$ cat src/rtl/issue_rat_freelist_bitmap.sv
// Bit-vector PRF free list with per-FGR speculative allocation masks for the issue-stage RAT.
// Optional free-count output enabled by defining ISSUE_RAT_FREELIST_COUNT_EN.

module issue_rat_fgr_slot #(
    parameter int PRF_COUNT = 64
) (
    input  logic                 clk,
    input  logic                 reset,
    input  logic                 clear,
    input  logic                 tag,
    input  logic [PRF_COUNT-1:0] acq_oh,
    input  logic [PRF_COUNT-1:0] red_oh,
    output logic [PRF_COUNT-1:0] mask
);
    always_ff @(posedge clk or posedge reset) begin
        if (reset)      mask <= '0;
        else if (clear) mask <= '0;
        else            mask <= (mask & ~red_oh) | (tag ? acq_oh : '0);
    end
endmodule

module issue_rat_freelist_bitmap #(
    parameter  int PRF_COUNT = 64,
    parameter  int FGR_COUNT = 16,
    parameter  int RESERVED  = 32,
    localparam int PW        = $clog2(PRF_COUNT),
    localparam int FW        = $clog2(FGR_COUNT),
    localparam int CW        = $clog2(PRF_COUNT + 1)
) (
    input  logic          clk,
    input  logic          reset,
    input  logic [PW-1:0] i_redeemed_prf,
    input  logic          i_redeemed_valid,
    output logic          o_redeemed_ready,
    output logic [PW-1:0] o_acquire_prf,
    output logic          o_acquire_ready,
    input  logic [FW-1:0] i_acquire_fgr,
    input  logic          i_acquire_fgr_speculative,
    input  logic          i_acquire_valid,
    input  logic [FW-1:0] i_commit_fgr,
    input  logic          i_commit_valid,
    input  logic [FW-1:0] i_abandon_fgr,
    input  logic          i_abandon_valid,
    output logic          o_double_free
`ifdef ISSUE_RAT_FREELIST_COUNT_EN
    ,
    output logic [CW-1:0] o_free_count
`endif
);
    localparam logic [PRF_COUNT-1:0] FREE_INIT = {PRF_COUNT{1'b1}} << RESERVED;

    logic [PRF_COUNT-1:0]                free_vec, free_n, acq_oh, red_oh, ab_mask;
    logic [FGR_COUNT-1:0][PRF_COUNT-1:0] fgr_mask;
    logic [PW-1:0]                       enc;
    logic                                rdy_q, err_q;
    logic                                acq_fire, red_fire, red_dup, spec_tag;

    // Lowest free index wins; scanning downward lets the last hit be the lowest.
    always_comb begin
        enc = '0;
        for (int i = PRF_COUNT - 1; i >= 0; i--)
            if (free_vec[i]) enc = PW'(i);
    end

    assign o_acquire_prf    = enc;
    assign o_acquire_ready  = |free_vec;
    assign o_redeemed_ready = rdy_q;
    assign o_double_free    = err_q;

    assign acq_fire = i_acquire_valid & o_acquire_ready;
    assign red_fire = i_redeemed_valid & o_redeemed_ready;
    assign red_dup  = red_fire & free_vec[i_redeemed_prf];
    assign spec_tag = acq_fire & i_acquire_fgr_speculative;

    // A double-free redeem is dropped so it can never resurrect a PRF acquired this cycle.
    always_comb begin
        acq_oh  = '0;
        red_oh  = '0;
        ab_mask = '0;
        if (acq_fire) acq_oh[enc] = 1'b1;
        if (red_fire && !red_dup) red_oh[i_redeemed_prf] = 1'b1;
        if (i_abandon_valid) begin
            ab_mask = fgr_mask[i_abandon_fgr];
            if (spec_tag && i_acquire_fgr == i_abandon_fgr) ab_mask = ab_mask | acq_oh;
        end
    end

    assign free_n = (free_vec & ~acq_oh) | red_oh | ab_mask;

    always_ff @(posedge clk or posedge reset) begin
        if (reset) begin
            free_vec <= FREE_INIT;
            rdy_q    <= 1'b0;
            err_q    <= 1'b0;
        end else begin
            free_vec <= free_n;
            rdy_q    <= 1'b1;
            if (red_dup) err_q <= 1'b1;
        end
    end

    for (genvar f = 0; f < FGR_COUNT; f++) begin : g_fgr
        issue_rat_fgr_slot #(.PRF_COUNT(PRF_COUNT)) u_slot (
            .clk    (clk),
            .reset  (reset),
            .clear  ((i_abandon_valid && i_abandon_fgr == FW'(f)) ||
                     (i_commit_valid  && i_commit_fgr  == FW'(f))),
            .tag    (spec_tag && i_acquire_fgr == FW'(f)),
            .acq_oh (acq_oh),
            .red_oh (red_oh),
            .mask   (fgr_mask[f])
        );
    end

`ifdef ISSUE_RAT_FREELIST_COUNT_EN
    logic [PRF_COUNT-1:0] gain;
    logic [CW-1:0]        count_q;

    function automatic logic [CW-1:0] popcnt(input logic [PRF_COUNT-1:0] v);
        popcnt = '0;
        for (int i = 0; i < PRF_COUNT; i++) popcnt = popcnt + CW'(v[i]);
    endfunction

    // Only bits that actually transition to free count, so overlaps never double count.
    assign gain = (red_oh | ab_mask) & ~(free_vec & ~acq_oh);

    always_ff @(posedge clk or posedge reset) begin
        if (reset) count_q <= CW'(PRF_COUNT - RESERVED);
        else       count_q <= count_q - CW'(acq_fire) + popcnt(gain);
    end

    assign o_free_count = count_q;
`endif
endmodule

$ cat config.mk
export PLATFORM = sky130hd
export DESIGN_NAME = issue_rat_freelist_bitmap
export DESIGN_NICKNAME = d
export VERILOG_FILES = /design/src/rtl/issue_rat_freelist_bitmap.sv
export SDC_FILE = /design/constraint.sdc
export NUM_CORES = 2
export LEC_CHECK = 0
export ABC_CLOCK_PERIOD_IN_PS = 42500
export BUFFER_PORTS_ARGS = -buffer_cell sky130_fd_sc_hd__buf_2
export CAP_MARGIN = 25
export CORE_ASPECT_RATIO = 0.9
export CORE_MARGIN = 3
export CORE_UTILIZATION = 25
export CTS_BUF_LIST = sky130_fd_sc_hd__clkbuf_8 sky130_fd_sc_hd__clkbuf_16
export CTS_CLUSTER_DIAMETER = 30
export CTS_CLUSTER_SIZE = 24
export DETAILED_ROUTE_END_ITERATION = 12
export GPL_TIMING_DRIVEN = 0
export PLACE_DENSITY_LB_ADDON = 0.08
export SLEW_MARGIN = 15
export SYNTH_ARGS = -nofsm -noshare
export SYNTH_HDL_FRONTEND = slang
export SYNTH_SLANG_ARGS = --single-unit
$ cat constraint.sdc
create_clock -name clk -period 42.5 [get_ports clk]
set_input_delay 8.5 -clock clk [delete_from_list [all_inputs] [get_ports clk]]
set_output_delay 8.5 -clock clk [all_outputs]
set_load 0.02 [all_outputs]
==> results.md <==
- Status: completed
- CP max stage cell: a2111oi_0
- Die area: 215100 um2
- Worst Max-Slew Pin Slew: 1.250 ns
- Top post-synthesis cells by area: dfrtp_1, mux4_2, o22ai_1
- Sequential cell area: 27320 um2
- Setup Buffers After CTS: 0
- CP Max Fanout: 9
- Non-filler instance count after layout: 8161
- Final Critical Period: 13.20 ns
- Post-Place Cell Area: 58490 um2
- Layout fillers: 20949
- Share of cells above drive strength 1: 24.32%
- Final nets: 5214
- Final HPWL DP: 242.6 mm
- Synthesized area: 52380 um2
- Max cap viols: 0
- Top FF cell, synth: dfrtp_1
- Worst Path Required: 34.00 ns
- Met3 Usage GRT: 8.507%
- Total grt overflow: 0
- Largest net degree at the start of global routing: 102
- Area leader, netlist: dfrtp_1
- P per Cell Area: 62.77 nW/um2
- Total clock sinks: 1090
- GRT Overall Usage: 30.30%
- Worst-case clock skew: 0.08571 ns
- Cell mode on critical path: inv_1
- Fraction of registers with async set/reset: 100.0%
- CTS buffer count: 319
- # hold bufs at CTS: 0
- DIE WIDTH: 488.5 um
- Starting Density: 25.28%
- Mux cell area share after synthesis: 14.37%
- Worst Setup Path Type: flop to primary output
- Area of the multi-input gates: 23110 um2
- Worst rel slew slack: 16.68%
- Hold Path Class: flop to flop
- Final wirelength: 330.9 mm
- Simple-gate portion of the synthesized area: 13.88%
- Worst EP arrival: 4.70 ns
- Die Y: 440.2 um
- Most common cell after layout, fill and taps aside: dfrtp_1
- Setup crit end kind: primary output
- Worst-path cell chain: clkbuf_1 -> inv_1 -> a21oi_1 -> o21ai_0 -> a2111oi_0 -> o211ai_1 -> buf_4 -> inv_1 -> buf_2
- RSZ-0062 raised after global routing: false
- Placed Instances: 7584
- Crit path launch type: flop
- Number of global-route vias before repair: 47470
- Most used routing layer: met2
- DRT iter0 DRCs: 6048
- CTS tree: yes
- Worst stage delay on the critical path: 0.94 ns
- Max VDD drop: 73.36 uV
- Post-Synth XOR/XNOR Area: 0.06688%
- Hold WS: 0.4769 ns
- Average cell area after synthesis: 11.09 um2
- Synth Area in Compound Gates: 15.72%
- Fin. Hold Viols: 0
- Global-route wire length before repair: 440.6 mm
- Slew Limit Fails: 0
- Initial antenna violation count: 24
- Synth Register Bits: 1090
- DRT Pass-1 Iters: 6
- Area of the core: 207200 um2
- H-tree depth: 5
- Final Instance Area: 69410 um2
- Most frequent cells in the layout: dfrtp_1, nand2_1, o22ai_1
- Post-route DRC: 0
- Clock buffer depth: 4
- Clock Pin Slew Worst Setup and Hold Paths: 0.05 ns
- Mapped Nets: 4750
- Met2 Track Usage GR: 42.38%
- Post-synth top area share: 50.54%
- Port Buffers: 28
- Post-Synth Adder-Cell Area: 0%
- Yosys warning total: 0
- Resized cells post-CTS: 0
- Root Buffer Master: clkbuf_16
- I/O pin count: 34
- Cells after Synth: 4725
- Clock Latency Late Sink: 0.94 ns
- TNS Setup: 0 ns
- Routability Congestion: 0.9944
- Total number of vias: 48700
- P_leak: 28.99 nW
- Vias/cell: 5.967
- Syn-to-layout area delta: 32.52%
- EDFF count, synth: 0
- FP Rows: 158
- Fmax: 75.74 MHz
- Post-route ant nets: 0
- Synth cell types: 82
- WL/cell: 40.54 um
- Largest family of logic cells by synthesized area: compound AO/OA/AOI/OAI gates
- Final setup viols: 0
- Seq/Total Area, Yosys: 52.15%
- Met1 Track Usage GR: 42.32%
- Tcrit/Tclk final: 31.07%
==> state kept, by name, summed over array words and instances (netlist names) <==
register / count
free_vec: 64
o_double_free: 1
o_redeemed_ready: 1
g_fgr.u_slot.mask: 1024
==> Yosys cell counts (7+ instances only) <==
cell type,number
nor2_1,146
dfstp_2,32
buf_6,9
nor2b_1,20
o32ai_1,12
a31o_2,17
a32o_1,188
mux4_2,330
o211ai_1,10
inv_1,24
nand2b_1,8
o22a_1,12
dfrtp_1,1058
and3_1,31
clkbuf_1,328
nand4_1,30
buf_1,53
o21bai_1,8
o31ai_1,17
nand3_1,288
o21ai_0,262
nand3_2,21
and2_1,18
or4_1,8
a21boi_0,16
nand2_1,878
a21oi_1,25
nor4_1,15
buf_2,67
nand3b_1,32
o21ai_1,14
or2_2,7
o22ai_1,574
nor3_1,44
==> critical path, delay by kind of cell (launching register included) <==
kind | cells | cell delay [ns]
DFF | 1 | 0.51
AOI/OAI and AO/OA | 4 | 1.84
buffers and inverters | 5 | 1.44
==> per-layer routing <==
metal,wire length (um),up-vias,part of all wire [%]
li1,-,19021,-
met1,144800,26295,44
met2,136100,2723,41
met3,30210,653,9.1
met4,19700,8,6.0
met5,110,-,0.033
==> final cells by class <==
cell class / instances / area share, %
Inverter: 25 / 0.1460
Clock inverter: 161 / 2.542
Sequential cell: 1090 / 39.35
Buffer: 460 / 2.990
Tap cell: 2720 / 4.903
Multi-Input combinational cell: 3150 / 33.30
Antenna cell: 17 / 0.06129
Timing Repair Buffer: 143 / 3.620
Clock buffer: 395 / 13.09
==> metrics by stage <==
stage / power [mW] / util (%) / setup WS, ns
detailed placement: 1.907 / 28.23 / 29.29
CTS: 4.340 / 33.47 / 29.35
global route: 4.435 / 33.48 / 29.22
global placement: 1.881 / 26.99 / -13.99
finish: 4.357 / 33.50 / 29.30
floorplan: 1.431 / - / 3.365
==> logic make-up (layout without fill, tap and decap cells) <==
family,count (synthesis),count (layout)
AOI/OAI and AO/OA,1215,1215
buffers and inverters,485,1184
and+or+nand+nor,1591,1591
muxes,339,339
other,1,18
DFF,1090,1090
xor gates and xnor gates,4,4
==> report_power, final <==
part           internal, mW  switching (mW)  total, mW
registers              1.07          0.0449       1.12
logic                 0.144           0.667      0.811
clock network          1.71           0.721       2.43
==> path summary, 6_finish.rpt <==
path / start / to / slack [ns] / cells after the start
setup / recovery: free_vec[33] / o_acquire_prf[0] / 29.30 / 9
hold / removal: o_double_free / o_double_free / 0.48 / 1
setup reg to reg: free_vec[33] / g_fgr[7].u_slot.mask[48] / 36.77 / 11
hold reg to reg: o_double_free / o_double_free / 0.48 / 1
max in group asynchronous: reset / g_fgr[13].u_slot.mask[1] / 32.74 / 5
min in group asynchronous: reset / g_fgr[12].u_slot.mask[59] / 7.72 / 2
(Power assumes the default switching activity.)
